===== src/rtl/vc_arbiter.sv =====
// Two-virtual-channel arbiter: one circular FIFO per VC, popped one word per edge
// with strict VC0 priority, downstream pause, and a sticky overflow flag.
module vc_arbiter #(
  parameter int DATA_WIDTH = 6,
  parameter int DEPTH      = 4,
  parameter int ADDR_WIDTH = 2
) (
  input  logic                  clk,
  input  logic                  reset_L,
  input  logic                  push0,
  input  logic [DATA_WIDTH-1:0] data_in0,
  input  logic                  push1,
  input  logic [DATA_WIDTH-1:0] data_in1,
  input  logic                  pause,
  output logic [DATA_WIDTH-1:0] data_out0,
  output logic                  valid_out0,
  output logic [DATA_WIDTH-1:0] data_out1,
  output logic                  valid_out1,
  output logic                  selector,
  output logic                  empty0,
  output logic                  empty1,
  output logic                  full0,
  output logic                  full1,
  output logic                  error
);

  localparam logic [ADDR_WIDTH:0] FULL_COUNT = (ADDR_WIDTH + 1)'(DEPTH);
  localparam logic [ADDR_WIDTH:0] ZERO_COUNT = {(ADDR_WIDTH + 1){1'b0}};

  logic [ADDR_WIDTH-1:0] wr_ptr_r [2];
  logic [ADDR_WIDTH-1:0] rd_ptr_r [2];
  logic [ADDR_WIDTH:0]   count_r  [2];
  logic [DATA_WIDTH-1:0] mem_r    [2][DEPTH];

  logic [DATA_WIDTH-1:0] data_out0_r;
  logic [DATA_WIDTH-1:0] data_out1_r;
  logic                  valid_out0_r;
  logic                  valid_out1_r;
  logic                  selector_r;
  logic                  error_r;

  logic [1:0]            push_s;
  logic [1:0]            empty_s;
  logic [1:0]            full_s;
  logic [1:0]            pop_s;
  logic [1:0]            wr_s;
  logic                  drop_s;
  logic [DATA_WIDTH-1:0] data_in_s [2];

  // Status decode from registered counts and the per-edge pop/push decision
  always_comb begin
    push_s       = {push1, push0};
    data_in_s[0] = data_in0;
    data_in_s[1] = data_in1;
    empty_s[0]   = (count_r[0] == ZERO_COUNT);
    empty_s[1]   = (count_r[1] == ZERO_COUNT);
    full_s[0]    = (count_r[0] == FULL_COUNT);
    full_s[1]    = (count_r[1] == FULL_COUNT);
    pop_s        = 2'b00;
    if (pause) begin
      pop_s = 2'b00;
    end else if (!empty_s[0]) begin
      pop_s = 2'b01;
    end else if (!empty_s[1]) begin
      pop_s = 2'b10;
    end else begin
      pop_s = 2'b00;
    end
    // A full FIFO still accepts a push when the same edge frees its head slot
    wr_s   = push_s & (~full_s | pop_s);
    drop_s = |(push_s & full_s & ~pop_s);
  end

  // FIFO pointers and occupancy counts
  always_ff @(posedge clk or negedge reset_L) begin
    if (!reset_L) begin
      for (int v = 0; v < 2; v++) begin
        wr_ptr_r[v] <= {ADDR_WIDTH{1'b0}};
        rd_ptr_r[v] <= {ADDR_WIDTH{1'b0}};
        count_r[v]  <= ZERO_COUNT;
      end
    end else begin
      for (int v = 0; v < 2; v++) begin
        if (wr_s[v]) begin
          wr_ptr_r[v] <= wr_ptr_r[v] + ADDR_WIDTH'(1);
        end
        if (pop_s[v]) begin
          rd_ptr_r[v] <= rd_ptr_r[v] + ADDR_WIDTH'(1);
        end
        case ({wr_s[v], pop_s[v]})
          2'b10:   count_r[v] <= count_r[v] + (ADDR_WIDTH + 1)'(1);
          2'b01:   count_r[v] <= count_r[v] - (ADDR_WIDTH + 1)'(1);
          default: count_r[v] <= count_r[v];
        endcase
      end
    end
  end

  // Storage array; contents need no reset since counts gate every read
  always_ff @(posedge clk) begin
    for (int v = 0; v < 2; v++) begin
      if (wr_s[v]) begin
        mem_r[v][wr_ptr_r[v]] <= data_in_s[v];
      end
    end
  end

  // Registered downstream outputs and sticky overflow flag
  always_ff @(posedge clk or negedge reset_L) begin
    if (!reset_L) begin
      data_out0_r  <= {DATA_WIDTH{1'b0}};
      data_out1_r  <= {DATA_WIDTH{1'b0}};
      valid_out0_r <= 1'b0;
      valid_out1_r <= 1'b0;
      selector_r   <= 1'b0;
      error_r      <= 1'b0;
    end else begin
      if (pop_s[0]) begin
        data_out0_r  <= mem_r[0][rd_ptr_r[0]];
        valid_out0_r <= 1'b1;
        valid_out1_r <= 1'b0;
        selector_r   <= 1'b0;
      end else if (pop_s[1]) begin
        data_out1_r  <= mem_r[1][rd_ptr_r[1]];
        valid_out0_r <= 1'b0;
        valid_out1_r <= 1'b1;
        selector_r   <= 1'b1;
      end else begin
        valid_out0_r <= 1'b0;
        valid_out1_r <= 1'b0;
      end
      if (drop_s) begin
        error_r <= 1'b1;
      end
    end
  end

  assign data_out0  = data_out0_r;
  assign data_out1  = data_out1_r;
  assign valid_out0 = valid_out0_r;
  assign valid_out1 = valid_out1_r;
  assign selector   = selector_r;
  assign error      = error_r;
  assign empty0     = empty_s[0];
  assign empty1     = empty_s[1];
  assign full0      = full_s[0];
  assign full1      = full_s[1];

endmodule


===== config.mk =====
export PLATFORM = sky130hd
export DESIGN_NAME = vc_arbiter
export DESIGN_NICKNAME = d
export VERILOG_FILES = /design/src/rtl/vc_arbiter.sv
export SDC_FILE = /design/constraint.sdc
export NUM_CORES = 1
export LEC_CHECK = 0
export CORE_MARGIN = 2
export CORE_UTILIZATION = 50
export CTS_CLUSTER_DIAMETER = 60
export DETAILED_ROUTE_END_ITERATION = 10
export GPL_ROUTABILITY_DRIVEN = 0
export GPL_TIMING_DRIVEN = 0
export PLACE_DENSITY_LB_ADDON = 0.25
export SYNTH_ARGS = -nofsm -noshare
export SYNTH_HDL_FRONTEND = slang
export SYNTH_SLANG_ARGS = --single-unit

===== constraint.sdc =====
create_clock -name clk -period 2.4 [get_ports clk]
set_clock_uncertainty 0.1 [all_clocks]
set_input_delay 0.48 -clock clk [delete_from_list [all_inputs] [get_ports clk]]
set_output_delay 0.48 -clock clk [all_outputs]
set_load 0.005 [all_outputs]

# Word level (Yosys, flattened, before mapping)
# Memory sizes are Yosys's and may differ from the RTL's.
# Index checks and enable logic that the tools add are counted.
[classes]
muxes = 24
n_reduce_logical = 9
n_eq_ne = 6
n_bitwise = 11
n_lt_le_gt_ge = 6
addsub = 8
[ops]
columns = ["operator", "count"]
rows = [
  ["24-bit 2-to-1 mux", 2],
  ["6-bit 2-to-1 mux", 6],
  ["6-bit binary-select mux with 2-bit select", 2],
  ["6-bit demux with 2-bit select", 2],
  ["3-bit greater-or-equal comparator (second input constant)", 4],
  ["2-bit NOT with 3-bit output", 4],
  ["3-bit one-hot mux with 2 select lines", 2],
  ["2-bit by 1-bit adder with 2-bit output (second input constant)", 4],
  ["1-bit 2-to-1 mux", 7],
  ["3-bit by 1-bit adder with 3-bit output (second input constant)", 2],
  ["2-bit AND", 3],
  ["3-bit == test (second input constant)", 2],
  ["3-bit zero test", 2],
  ["3-bit by 1-bit less-than comparator with 1-bit output (second input constant)", 2],
  ["2-bit 2-to-1 mux", 3],
  ["2-bit nonzero test", 3],
  ["3-bit by 1-bit subtractor with 3-bit output (second input constant)", 2],
  ["2-bit by 1-bit == test with 1-bit output (second input constant)", 2],
  ["2-bit == test (second input constant)", 2],
  ["2-bit NOT", 2],
  ["1-bit logical AND", 2],
  ["2-bit OR", 1],
  ["2-bit AND reduction", 1],
  ["2-bit OR reduction", 1],
  ["1-bit NOT", 1],
]
[totals]
elab_cells = 77
reg_bits = 30
output_inout_bits = 20
memories = 1
in_bits = 17
ram_bits = 48
[memory_table]
columns = ["memory", "depth", "width", "rd", "rd_ports_with_merged_regs", "write_ports", "line_no", "source"]
rows = [
  ["mem_r", 2, 24, 2, 0, 2, "33", "logic [DATA_WIDTH-1:0] mem_r [2][DEPTH];"],
]

# Longest topological paths before layout
[depth]
depth_word = 8
ltp_mapped = 10
mapped_depth_nobuf = 10

# Worst setup path before layout
# OpenSTA, ideal clock, no wires.
[synth_path]
kind = "input to register"
start = "input pause"
end = "register count_r[2] in the netlist's numbering"
setup_time_ps = 130
t_required_ps = 2170
cell_stages = 9
slack_ps = -155
n_path_buf = 1
arrival_ps = 2325
cell_sequence = "or4_1 > buf_4 > nor2_4 > nand2_1 > fa_1 > nor2b_1 > nand2_1 > a32oi_1 > o21ai_0"
[synth_between]
elab_chain_cells = 5
elab_cells_between_ends = 7
cone_classes = "eq/ne (2); mux (2); bitwise (2); reduce/logical (1)"
[synth_lines]
columns = ["item", "line_no", "source"]
rows = [
  ["start: declaration", "14", "input logic pause,"],
  ["2-bit 2-to-1 mux *", "60", "if (pause) begin"],
  ["2-bit OR", "70", "wr_s = push_s & (~full_s | pop_s);"],
  ["2-bit AND", "70", ""],
  ["2-bit by 1-bit == test with 1-bit output or 2-bit == test (tied branches)", "90", "case ({wr_s[v], pop_s[v]})"],
  ["3-bit one-hot mux with 2 select lines or 2-bit nonzero test (tied branches)", "n/a", ""],
  ["end signal: indexed assignment", "91", "2'b10: count_r[v] <= count_r[v] + (ADDR_WIDTH + 1)'(1);"],
  ["end signal: indexed assignment", "92", "2'b01: count_r[v] <= count_r[v] - (ADDR_WIDTH + 1)'(1);"],
  ["end signal: indexed assignment", "93", "default: count_r[v] <= count_r[v];"],
  ["end: declaration", "32", "logic [ADDR_WIDTH:0] count_r [2];"],
]
# Mark *: on every way between the ends. The rest lies on a longest branch, timed or not.
# A chain may end at the register's enable or synchronous reset.

# Worst setup path after layout
[layout_path]
start = "register count_r[4] in the netlist's numbering"
end = "output empty0"
[layout_between]
elab_chain_cells = 1
[layout_lines]
columns = ["item", "line_no", "source"]
rows = [
  ["3-bit zero test", "55", "empty_s[0] = (count_r[0] == ZERO_COUNT);"],
  ["end: declaration", "20", "output logic empty0,"],
]
# No other way between the ends.

==> metrics.txt <==
status=complete, no violations; EDFF count, synth=48; Synth Cell Area=3201 sq um; RSZ-0062 raised after global routing=true; Final min period=2349 ps; nets@finish=267; layout cell share with drive strength beyond 1=26.23%; Post-Place Cells=301; routed vias/inst=5.305; actual slew at the worst max-slew pin=715.9 ps; Pre-Repair DR Iteration Count=3; vias in the first global route=1802; r2r setup slk=70 ps; detailed-route DRC error count=0; syn_nets=216; peak supply drop=550.9 uV; grt ovf=0; Clock Latency Late Sink=340 ps; Rel. slew slack=52.28%; Post-CTS Hold Fix Bufs=0; DRT iter0 DRCs=104; FF+latch count, synth=78; total power=4.633 mW; Max-Cap Viols=0; Root Driver=clkbuf_8; Ys Warns=0; Die X=84.01 um; Reg-to-Reg Start=count_r[5]; Synth-to-Final Area Change=23.10%; clock sinks=78; Max Root-Sink Buffers=2; Area after DPL=3672 sq um; I/O pin count=37; asr flop ratio synth=38.46%; worst r2r dst=count_r[2]; synth unique cells=33; first-pass GRT wire length=8721 um; row count=29; input/output buffers=36; Setup CP Type=reg2out; worst path arrival time=1770 ps; Final Util=62.77%; H-tree levels=3; xor/xnor cell area share of the yosys netlist=3.010%; Synth Area in Compound Gates=2.893%; antenna violations before repair=0; post-synthesis cell count=188; Cell Count, Final, Fillers Out=321; DIE HEIGHT=84.01 um; TritonCTS buffer count=9; Final setup viols=0; post-synthesis simple-gate area fraction=5.473%; Worst-path clk slew=80 ps; core area=6277 sq um; Fin. Hold Viols=0; power density over the cells=1176 nW/um^2; Die Area=7057 sq um; CTS tree=done; Initial Util=50.99%; multiplexer share of the synthesized area=13.37%; Top FF cell, synth=edfxtp_1; Mapped Avg Cell Area=17.02 sq um; DP HPWL=3367 um; Post-DRT Antenna Nets=0; startpoint types=register; capture point of the worst path=empty0; DRT Wirelength=5233 um; leak pwr=1.472 nW; fin. max-slew vios=0; beginning of the critical path=count_r[4]; fmax=425.7 MHz; largest family of logic cells by synthesized area=multiplexers; diodes inserted=0; ratio of final minimum period to clock period=97.87%; post-DR wirelength/cell=16.30 um; Reg2Reg Depth=9; vias=1703; final instance area=3940 sq um; Critical Path End Type=output port; largest net degree at the start of global routing=31; Total GRT Usage=16.35%; Synth Area in Adders=4.769%; Worst EP required=1820 ps; crit-path max FO=6; fillcell total=483; post-synthesis sequential area ratio=68.49%; Hold WC Path Type=in2async
==> state kept, by name, indices dropped and copies added (netlist names), 4 cells and up <==
name       count
count_r        6
rd_ptr_r       4
mem_r         48
data_out0      6
data_out1      6
wr_ptr_r       4
==> where the power goes <==
group	total [mW]	switching [mW]	internal [mW]
clock network	0.943	0.464	0.479
logic	1.63	0.708	0.923
registers	2.06	0.202	1.86
==> cell type report <==
cell class	instances	area, sq um	area share (%)
timing repair buffer	40	396.6	10.07
inverter	11	41.29	1.048
clock buffer	10	127.6	3.239
clock inverter	6	62.56	1.588
tap	77	96.34	2.445
sequential	78	2196	55.73
multi-input combinational	94	989.7	25.12
buffer	5	30.03	0.7621
==> through the flow <==
stage	hold slack, ps	TNS [ps]	setup WS [ps]
final	86.49	0	51.14
after CTS	124.3	0	0.9068
after floorplan	84.41	-19.63	-19.63
after detailed placement	389.9	-10700	-771.2
after global routing	144.5	-77.57	-50.46
after global placement	388.8	-9210	-721.9
==> kinds of logic after synthesis <==
kind of cell,count (synthesis)
AOI/OAI and AO/OA,14
xor gates and xnor gates,11
adders and majority gates,11
buffers and inverters,16
DFF,78
muxes,26
and+or+nand+nor,32
==> repair_timing <==
action,CTS,global route
setup endpoints to repair,5,3
gates resized for setup,6,8
pin swaps,1,3
setup buffers,1,3
==> metal layers <==
layer	share of wire [%]	GRT usage (%)	routed length, um	up-vias
met3	3.0	3.660	155	10
met4	2.0	7.478	106	0
met2	50	26.40	2610	32
li1	-	-	-	802
met5	0	0	0	-
met1	45	21.27	2361	859
==> cells in the final DEF (no fill, tap or decap), drive strengths merged <==
master,n
edfxtp,48
clkdlybuf4s50,34
dfrtp,30
mux2,14
mux4,12
clkbuf,12
inv,10
ha,9
buf,8
and2,7
xnor2,6
nand2,6
nor2,6
clkinv,6
xor2,5
o21ai,5
and3,4
nor3,3
nand3,2
o22ai,2
a21oi,2
fa,2
or4,1
a2111oi,1
nor4,1
a2bb2oi,1
o31ai,1
nor2b,1
nor4b,1
a32oi,1
a31oi,1
bufinv,1
dlygate4sd2,1
==> worst max-delay path, cell delays in order (launching register included) <==
cell and delay [ps]:
dfrtp_2 440, buf_4 150, nor3_2 260, clkdlybuf4s50_1 580
==> cells in the mapped netlist (2+ instances only) <==
cell	count	area (sq um)
edfxtp_1	48	1441
mux4_2	12	270.3
nor3_1	3	15.01
xnor2_1	6	52.55
nand3_1	2	10.01
o22ai_1	2	12.51
ha_1	9	112.6
dfrtp_1	30	750.7
inv_1	10	37.54
o21ai_0	5	25.02
and3_1	4	25.02
nand2_1	6	22.52
nor2_1	5	18.77
mux2_2	14	157.7
xor2_1	5	43.79
fa_1	2	40.04
clkbuf_1	2	7.510
and2_1	7	43.79
buf_1	2	7.510
==> worst min-delay path by stage <==
| stage | to | cells past startpoint |
|---|---|---|
| final | data_out1[0] | 1 |
| after global routing | data_out1[0] | 1 |
| after CTS | data_out0[5] | 1 |
| after detailed placement | error | 2 |
| after global placement | error | 2 |
| after floorplan | count_r[0] | 0 |
(Power assumes the default switching activity.)
